### src/rtl/sram_stage_sequencer.sv
// SRAM owner and stage sequencer: IDLE -> UART upload -> stages 0..NUM_STAGES-1 -> IDLE.
// Optional per-stage watchdog enabled by defining STAGE_WATCHDOG_EN.
module sram_stage_sequencer #(
  parameter int NUM_STAGES      = 2,
  parameter int ADDR_W          = 18,
  parameter int DATA_W          = 16,
  parameter int UART_TIMEOUT    = 50000000,
  parameter int WATCHDOG_CYCLES = 2**24
) (
  input  logic                           CLOCK_50_I,
  input  logic                           resetn,
  input  logic                           UART_RX_I,
  input  logic [ADDR_W-1:0]              UART_address,
  input  logic [DATA_W-1:0]              UART_write_data,
  input  logic                           UART_we_n,
  input  logic [ADDR_W-1:0]              VGA_address,
  input  logic [NUM_STAGES*ADDR_W-1:0]   stage_address,
  input  logic [NUM_STAGES*DATA_W-1:0]   stage_write_data,
  input  logic [NUM_STAGES-1:0]          stage_we_n,
  input  logic [NUM_STAGES-1:0]          stage_done,
  output logic [NUM_STAGES-1:0]          stage_start,
  output logic                           UART_rx_initialize,
  output logic                           UART_rx_enable,
  output logic                           VGA_enable,
  output logic [ADDR_W-1:0]              SRAM_address,
  output logic [DATA_W-1:0]              SRAM_write_data,
  output logic                           SRAM_we_n,
  output logic [$clog2(NUM_STAGES):0]    active_stage,
  output logic                           busy,
  output logic                           error
);

  localparam int TMR_MAX = (UART_TIMEOUT > WATCHDOG_CYCLES) ? UART_TIMEOUT : WATCHDOG_CYCLES;
  localparam int TMR_W   = $clog2(TMR_MAX);
  localparam int IDX_W   = $clog2(NUM_STAGES) + 1;

  localparam logic [TMR_W-1:0] UART_LAST  = TMR_W'(UART_TIMEOUT - 1);
  localparam logic [IDX_W-1:0] LAST_STAGE = IDX_W'(NUM_STAGES - 1);
`ifdef STAGE_WATCHDOG_EN
  localparam logic [TMR_W-1:0] WDOG_LAST  = TMR_W'(WATCHDOG_CYCLES - 1);
`endif

  localparam logic [1:0] S_IDLE        = 2'd0;
  localparam logic [1:0] S_UART_RX     = 2'd1;
  localparam logic [1:0] S_STAGE_START = 2'd2;
  localparam logic [1:0] S_STAGE_RUN   = 2'd3;

  logic [1:0]            r_state;
  logic [TMR_W-1:0]      r_timer;
  logic [IDX_W-1:0]      r_idx;
  logic [NUM_STAGES-1:0] r_stage_start;
  logic                  r_rx_init;
  logic                  r_rx_enable;
  logic                  r_vga_en;
`ifdef STAGE_WATCHDOG_EN
  logic                  r_error;
`endif

  logic                  w_done;
  logic [ADDR_W-1:0]     w_stage_addr;
  logic [DATA_W-1:0]     w_stage_wdata;
  logic                  w_stage_we_n;
  logic                  w_in_stage;

  // Select the current stage's bus and done bit; other stages are invisible.
  always_comb begin
    w_done        = 1'b0;
    w_stage_addr  = '0;
    w_stage_wdata = '0;
    w_stage_we_n  = 1'b1;
    for (int i = 0; i < NUM_STAGES; i++) begin
      if (r_idx == IDX_W'(i)) begin
        w_done        = stage_done[i];
        w_stage_addr  = stage_address[i*ADDR_W +: ADDR_W];
        w_stage_wdata = stage_write_data[i*DATA_W +: DATA_W];
        w_stage_we_n  = stage_we_n[i];
      end
    end
  end

  always_comb begin
    SRAM_address    = '0;
    SRAM_write_data = '0;
    SRAM_we_n       = 1'b1;
    case (r_state)
      S_IDLE: SRAM_address = VGA_address;
      S_UART_RX: begin
        SRAM_address    = UART_address;
        SRAM_write_data = UART_write_data;
        SRAM_we_n       = UART_we_n;
      end
      S_STAGE_START, S_STAGE_RUN: begin
        SRAM_address    = w_stage_addr;
        SRAM_write_data = w_stage_wdata;
        SRAM_we_n       = w_stage_we_n;
      end
      default: ;
    endcase
  end

  always_ff @(posedge CLOCK_50_I or negedge resetn) begin
    if (!resetn) begin
      r_state       <= S_IDLE;
      r_timer       <= '0;
      r_idx         <= '0;
      r_stage_start <= '0;
      r_rx_init     <= 1'b0;
      r_rx_enable   <= 1'b0;
      r_vga_en      <= 1'b1;
`ifdef STAGE_WATCHDOG_EN
      r_error       <= 1'b0;
`endif
    end else begin
      r_stage_start <= '0;
      r_rx_init     <= 1'b0;
      r_rx_enable   <= r_rx_init;
      case (r_state)
        S_IDLE: begin
          r_vga_en <= 1'b1;
          // UART_RX_I is expected to be synchronised upstream.
          if (!UART_RX_I) begin
            r_rx_init <= 1'b1;
            r_vga_en  <= 1'b0;
            r_timer   <= '0;
`ifdef STAGE_WATCHDOG_EN
            r_error   <= 1'b0;
`endif
            r_state   <= S_UART_RX;
          end
        end
        S_UART_RX: begin
          if (!UART_we_n) begin
            r_timer <= '0;
          end else if (r_timer == UART_LAST) begin
            r_idx   <= '0;
            r_timer <= '0;
            r_state <= S_STAGE_START;
          end else begin
            r_timer <= r_timer + TMR_W'(1);
          end
        end
        S_STAGE_START: begin
          r_stage_start <= NUM_STAGES'(1) << r_idx;
          r_state       <= S_STAGE_RUN;
        end
        S_STAGE_RUN: begin
          if (w_done) begin
            if (r_idx == LAST_STAGE) begin
              r_vga_en <= 1'b1;
              r_state  <= S_IDLE;
            end else begin
              r_idx   <= r_idx + IDX_W'(1);
              r_timer <= '0;
              r_state <= S_STAGE_START;
            end
          end
`ifdef STAGE_WATCHDOG_EN
          else if (r_timer == WDOG_LAST) begin
            r_error  <= 1'b1;
            r_vga_en <= 1'b1;
            r_state  <= S_IDLE;
          end else begin
            r_timer <= r_timer + TMR_W'(1);
          end
`endif
        end
        default: begin
          r_vga_en <= 1'b1;
          r_state  <= S_IDLE;
        end
      endcase
    end
  end

  assign w_in_stage         = (r_state == S_STAGE_START) || (r_state == S_STAGE_RUN);
  assign stage_start        = r_stage_start;
  assign UART_rx_initialize = r_rx_init;
  assign UART_rx_enable     = r_rx_enable;
  assign VGA_enable         = r_vga_en;
  assign busy               = (r_state != S_IDLE);
  assign active_stage       = w_in_stage ? r_idx : '1;
`ifdef STAGE_WATCHDOG_EN
  assign error              = r_error;
`else
  assign error              = 1'b0;
`endif

endmodule

### config.mk
export PLATFORM = sky130hd
export DESIGN_NAME = sram_stage_sequencer
export DESIGN_NICKNAME = d
export VERILOG_FILES = /design/src/rtl/sram_stage_sequencer.sv
export SDC_FILE = /design/constraint.sdc
export NUM_CORES = 1
export LEC_CHECK = 0
export ABC_AREA = 0
export CORE_MARGIN = 4
export CORE_UTILIZATION = 35
export DETAILED_ROUTE_END_ITERATION = 8
export GPL_TIMING_DRIVEN = 0
export PLACE_DENSITY = 0.87
export SKIP_CTS_REPAIR_TIMING = 1
export SLEW_MARGIN = 20
export SYNTH_ARGS = -nofsm -noshare
export SYNTH_HDL_FRONTEND = slang
export SYNTH_SLANG_ARGS = --single-unit
### constraint.sdc
create_clock -name CLOCK_50_I -period 2.4 [get_ports CLOCK_50_I]
set_input_delay 0.36 -clock CLOCK_50_I [delete_from_list [all_inputs] [get_ports CLOCK_50_I]]
set_output_delay 0.36 -clock CLOCK_50_I [all_outputs]
set_load 0.005 [all_outputs]
==> summary.txt, run 1 <==
Synthesis
  • Top cell type by total area after synthesis: dfrtp_1
  • Top cells by area, synth: dfrtp_1 (29%), nand2_1 (14%), o21ai_0 (10%)
  • Syn_area_per_cell: slightly above 7 um2
  • Most instantiated library cell after synthesis: nand2_1
  • Mux cell area share after synthesis: 0.06125
  • Synth cell types: 52
  • Seq cells post-synth: 35
  • Post-synthesis simple-gate area fraction: 0.3067
  • Asr flop ratio synth: 1.000
  • Most instantiated cells after synthesis: nand2_1 (107), o21ai_0 (60), dfrtp_1 (34)
  • Post-Syn Area: between 2000 and 3000 um2
  • Largest family of logic cells by synthesized area: simple AND/OR/NAND/NOR gates
  • XOR/XNOR Fraction of Synth Area: 0.04466
  • Adder-cell share of the synthesized area: 0.01276
  • Synth Warn #: 0
  • Syn_nets: 537
  • EDFF count, synth: 0
  • Mapped Cells: around 410
  • Synth Area in Compound Gates: 0.2135
  • Primary FF master, synth: dfrtp_1
  • Sequential cell area fraction in the yosys report: 0.2982
  • Yosys top cell area share: 0.2892

Power
  • Clk pwr share: 0.288
  • NetSw: 0.3372 mW
  • P_int: approximately 1.1 mW
  • Total power divided by cell area: between 200 and 300 nW/um2
  • Part of the power in combinational logic: 0.284
  • Sequential share of power: 0.428
  • Leakage: 2.513 nW
  • Peak supply drop: about 0.00016 V
  • Net Sw Frac: 0.2361

STA
  • Crit share post-route: 0.9566
  • Setup_tns: 0 ps
  • Hold Vio Cnt, Final: 0
  • Fmax: between 400 and 500 MHz
  • Pins Over Slew Limit: 0
  • Skew final: approximately 7.5 ps
  • Final Setup Violations: 0
  • Fin crit period: ~2300 ps
  • RSZ-0062 raised after global routing: false

Route
  • WL/cell: ~17 um
  • Via density: between 5 and 6
  • Initial DRC Count: 246
  • DRT antenna net count: 0
  • Residual DRC count: 0
  • Drt first pass iters: 5
  • Vias after detailed routing: ~3700
  • Total wire length: ~12000 um

Floorplanning
  • Die X: 99.68 um
  • Die Height: 99.68 um
  • Core area: 8175 um2
  • Io pins: approximately 170
  • Initial core utilization: 0.3598
  • FP Rows: 33
  • Die area: between 9000 and 10000 um2

GRT
  • First-pass GRT wire length: approximately 18000 um
  • Largest net degree at the start of global routing: 23
  • Antenna violations before repair: 0
  • Overall routing resource usage: 0.2234
  • GRT overflow: 0
  • Vias in the first global route: about 3800

Clocking
  • Worst-Skew Late Latency: 290 ps
  • Clk slew on worst S/H paths: roughly 70 ps
  • CTS Sinks: 35
  • CTS H-Tree Depth: 2
  • CTS tree: done
  • Max Buffers Root-to-Sink: 2
  • Num CTS Buffers: 5
  • CTS root buf: clkbuf_8

Layout
  • Design area: ~5300 um2
  • Antenna cell count: 0
  • Fillcell total: 670
  • Layout cell share with drive strength beyond 1: 0.1208
  • P&R area growth vs syn: 78.69%
  • Sequential Area: a little under 900 um2
  • Multi-input gate area: 1993 um2
  • Nets: roughly 730

Critical path
  • CP Cell Sequence: buf_6 > or4b_1 > or4_4 > o21ai_4 > buf_4 > nor2b_1 > o31a_1
  • Max stage delay cell, worst path: or4b_1
  • Worst setup endpoint: r_timer[12]$_DFFE_PN0P_
  • Critical path class: flop to flop
  • Worst endpoint data arrival time: approximately 2500 ps
  • Critical Path RT: ~2600 ps
  • Largest delay share family, worst path: simple AND/OR/NAND/NOR gates
  • CP Depth: 7
  • Worst-path maximum fanout: 9
  • Sum of buffers and inverters on the critical path: 2
  • Critical Path Start: r_timer[8]$_DFFE_PN0P_
  • R2r startpoint: r_timer[8]$_DFFE_PN0P_
  • Reg2Reg Capture Point: r_timer[12]$_DFFE_PN0P_
  • R2R cell count: 7
  • Crit path launch type: flop
  • R2R setup slack: roughly 100 ps
  • Worst Setup End Kind: flop
  • Max incr delay on CP: around 520 ps

Place
  • I/O Buffers: 170
  • Placed instance area: 4797 um2
  • HPWL after detailed placement: ~9200 um
  • Final GP Congestion: ~0.85

Hold path
  • Worst min-delay path class: flop to flop
  • Min-delay src: UART_rx_initialize$_DFF_PN0_

Run status
  • Status: finished clean

Job
  • # Max-Cap Violations: 0
[worst min path at each step]
stage                                     to  slack, ps  cells after the start
detailed placement   r_timer[21]$_DFFE_PN0P_        290                      1
global route        UART_rx_enable$_DFF_PN0_        420                      0
global placement    UART_rx_enable$_DFF_PN0_        380                      0
CTS                  r_timer[24]$_DFFE_PN0P_        -20                      1
finish              UART_rx_enable$_DFF_PN0_        400                      0
floorplan           UART_rx_enable$_DFF_PN0_         60                      0
[power by group through the flow]
stage               Clock [mW]  Combinational [mW]  Sequential, mW
global route             0.450               0.435           0.611
detailed placement           0               0.397           0.622
finish                   0.412               0.405           0.611
floorplan                    0              0.0866           0.619
CTS                      0.416               0.400           0.611
global placement             0               0.384           0.621
[layout make-up]
type,instances,share of cell area
buffer,29,0.04404
clock buffer,8,0.01523
inverter,9,0.006427
multi-input combinational,332,0.3792
sequential,35,0.1671
tap,105,0.02499
timing repair buffer,183,0.3630
[flip-flops by register name, summed over array words and instances, names as in the netlist]
register and count:
UART_rx_enable 1, UART_rx_initialize 1, VGA_enable 1, r_idx 2, r_state 2, r_timer 26
stage_start 2
[placed cells by master, fill, tap and decap left out, drive strengths merged, types with 14 or more instances in the layout]
cell type      instances
o21ai                 62
dlymetal6s2s          35
a22o                  17
buf                   31
clkbuf                19
mux2i                 18
nand2                107
clkdlybuf4s50        134
nor2                  28
dfrtp                 34
xnor2                 14
[routing by layer]
metal  up-vias  wire length (um)  GRT usage
li1       1796                 -          -
met1      1716              4435     0.2543
met2       150              6385     0.4161
met3        14               814    0.05610
met4         0               142    0.05042
met5         -                 0          0
[kinds of logic after synthesis]
kind of cell / count (synthesis)
compound gates: 99
xor+xnor: 15
flops: 35
buf+inv: 39
fa+ha+maj: 3
other cells: 1
simple gates: 196
mux: 18
[stage by stage]
stage	instances	worst slack, ps	utilization	hold WS (ps)	power [mW]
after global routing	701	11.92	0.6429	422.4	1.496
final	701	104.1	0.6429	397.4	1.428
after detailed placement	682	-545.1	0.5868	293.2	1.018
after floorplan	406	94.73	-	64.41	0.7059
after global placement	681	-464.9	0.5840	380.4	1.005
after CTS	690	-755.5	0.5966	-17.35	1.427
No activity file was read; power rests on OpenSTA's default activity.
==> inputs of run 2 (changes only) <==
Settings changed: CAP_MARGIN set to 5, TNS_END_PERCENT set to 10.
==> summary.txt, run 2 (synthesized netlist as in run 1, its figures left out) <==
Job
  • # Max-Cap Violations: 0 (unchanged)

Critical path
  • Reg2Reg Capture Point: r_timer[10]$_DFFE_PN0P_
  • Worst Setup End Kind: output port
  • Crit path launch type: flop
  • R2R cell count: 8 (+1)
  • R2R setup slack: 10 ps (-90 ps)
  • Critical path class: flop to output port
  • Critical Path RT: 2040 ps (-530 ps)
  • R2r startpoint: r_idx[0]$_DFFE_PN0P_
  • Worst-path maximum fanout: 10 (+1)
  • Worst endpoint data arrival time: 2130 ps (-330 ps)

Hold path
  • Hold Crit Endpoint: UART_rx_enable$_DFF_PN0_
  • Min-delay src: UART_rx_initialize$_DFF_PN0_
  • Worst min-delay path class: flop to flop
  • Worst hold path depth: 0 (unchanged)

Power
  • Sequential share of power: 0.429 (about the same)
  • Part of the power in combinational logic: 0.280 (-0.004)
  • Power, Total: 1.425 mW (-0.19%)
  • Leakage: 2.405 nW (-4.3%)
  • Net Sw Frac: 0.2368 (+0.0006977)
  • Peak supply drop: 0.0001544 V (-4.2%)
  • Clk pwr share: 0.292 (+0.004)
  • P_int: 1.088 mW (-0.28%)
  • NetSw: 0.3376 mW (+0.11%)
  • Total power divided by cell area: 276.4 nW/um2 (+1.7%)

GRT
  • GRT overflow: 0 (unchanged)
  • Vias in the first global route: 3825 (unchanged)
  • First-pass GRT wire length: 17950 um (unchanged)
  • Antenna violations before repair: 0 (unchanged)
  • Largest net degree at the start of global routing: 23 (unchanged)
  • Overall routing resource usage: 0.2234 (unchanged)

Clocking
  • CTS tree: done
  • Worst-Skew Late Latency: 290 ps (about the same)
  • Max Buffers Root-to-Sink: 2 (unchanged)
  • Num CTS Buffers: 5 (unchanged)
  • CTS H-Tree Depth: 2 (unchanged)
  • CTS Sinks: 35 (unchanged)
  • Clk slew on worst S/H paths: 70 ps (about the same)
  • CTS root buf: clkbuf_8

STA
  • Fmax: 402.2 MHz (-7.7%)
  • Worst-Margin Slew: between 500 and 600 ps
  • Final worst slack: -86.25 ps (-190.4 ps)
  • Slew headroom: 0.6397
  • Final Setup Violations: 7 (+7)
  • Skew final: 5.975 ps (-1.490 ps)
  • Pins Over Slew Limit: 0 (unchanged)
  • Setup_tns: -434.3 ps (-434.3 ps)
  • Crit share post-route: 1.036 (+0.07932)
  • Hold Vio Cnt, Final: 0 (unchanged)
  • RSZ-0062 raised after global routing: true
  • Fin crit period: 2486 ps (+190.4 ps)

Layout
  • Reg with most FFs: r_timer
  • Multi-input gate area: 1974 um2 (-0.94%)
  • P&R area growth vs syn: 75.33%
  • Layout cell share with drive strength beyond 1: 0.1036 (-0.01724)
  • Final cell count without fillers: 694 (-1.0%)
  • Nets: 719 (-0.96%)
  • Commonest non-fill, non-tap cells in the layout: clkdlybuf4s50_1 (142), nand2_1 (107), o21ai_0 (38)
  • Fillcell total: 692 (+3.3%)
  • Antenna cell count: 0 (unchanged)
  • Max reg flops: 26 (unchanged)
  • Sequential Area: 878.3 um2 (unchanged)
  • Most common cell after layout, fill and taps aside: clkdlybuf4s50_1

Place
  • Placed instance count: 682 (unchanged)
  • Final GP Congestion: 0.8450 (unchanged)
  • I/O Buffers: 170 (unchanged)
  • HPWL after detailed placement: 9156 um (unchanged)

Route
  • Via density: 5.287 (+0.82%)
  • Met1 WL: 4318 um (-2.6%)
  • Initial DRC Count: 227 (-7.7%)
  • Met2 wire length: 6294 um (-1.4%)
  • Vias after detailed routing: 3669 (-0.19%)
  • WL met3: 783 um (-3.8%)
  • DRT antenna net count: 0 (unchanged)
  • Total wire length: 11500 um (-2.4%)
  • Highest routed layer: met4
  • WL/cell: 16.57 um (-1.4%)
  • Drt first pass iters: 5 (unchanged)
  • Residual DRC count: 0 (unchanged)

Floorplanning
  • Initial core utilization: 0.3598 (unchanged)
  • Die Height: 99.68 um (unchanged)
  • Io pins: 172 (unchanged)
  • Core area: 8175 um2 (unchanged)
  • Die X: 99.68 um (unchanged)
  • Die area: 9935 um2 (unchanged)
  • FP Rows: 33 (unchanged)

Run status
  • Status: complete, but fails checks
  • Failing checks: setup timing
==> run 2: layout make-up <==
type | count | area share
Inverter | 9 | 0.006550
Multi-Input combinational cell | 332 | 0.3828
Clock buffer | 8 | 0.01553
Buffer | 29 | 0.04415
Timing Repair Buffer | 176 | 0.3552
Tap cell | 105 | 0.02547
Sequential cell | 35 | 0.1703
==> run 2: worst max-delay path by stage <==
stage	from	end	slack, ps
floorplan	r_idx[0]$_DFFE_PN0P_	r_timer[4]$_DFFE_PN0P_	90
global placement	r_idx[0]$_DFFE_PN0P_	r_timer[4]$_DFFE_PN0P_	-460
detailed placement	r_idx[0]$_DFFE_PN0P_	r_timer[4]$_DFFE_PN0P_	-550
CTS	r_idx[1]$_DFFE_PN0P_	SRAM_we_n	-760
global route	r_idx[1]$_DFFE_PN0P_	SRAM_address[12]	-200
finish	r_idx[0]$_DFFE_PN0P_	SRAM_write_data[14]	-90
==> run 2: power by group through the flow <==
| stage | Combinational (mW) | Clock [mW] | Sequential [mW] |
|---|---|---|---|
| after global routing | 0.429 | 0.450 | 0.611 |
| after CTS | 0.400 | 0.416 | 0.611 |
| final | 0.398 | 0.416 | 0.611 |
| after detailed placement | 0.397 | 0 | 0.622 |
| after floorplan | 0.0866 | 0 | 0.619 |
| after global placement | 0.384 | 0 | 0.621 |
==> run 2: critical path: stages, from the launching register on <==
cell and delay, ps:
dfrtp_2 450, ha_4 190, buf_4 160, buf_4 190, o21ai_1 190, a22o_1 150
clkdlybuf4s50_1 500
==> run 2: per-stage QoR <==
| stage | utilization | setup WS, ps | hold WS (ps) | cell area (um2) |
|---|---|---|---|---|
| after global placement | 0.5840 | -464.9 | 380.4 | 4775 |
| final | 0.6309 | -86.25 | 397.4 | 5157 |
| after global routing | 0.6309 | -202.8 | 422.4 | 5157 |
| after floorplan | - | 94.73 | 64.41 | 2942 |
| after detailed placement | 0.5868 | -545.1 | 293.2 | 4797 |
| after CTS | 0.5966 | -755.5 | -17.35 | 4877 |
==> run 2: metal layers <==
metal,track usage,up-vias
li1,-,1785
met1,0.2543,1717
met2,0.4161,153
met3,0.05610,14
met4,0.05042,0
met5,0,-
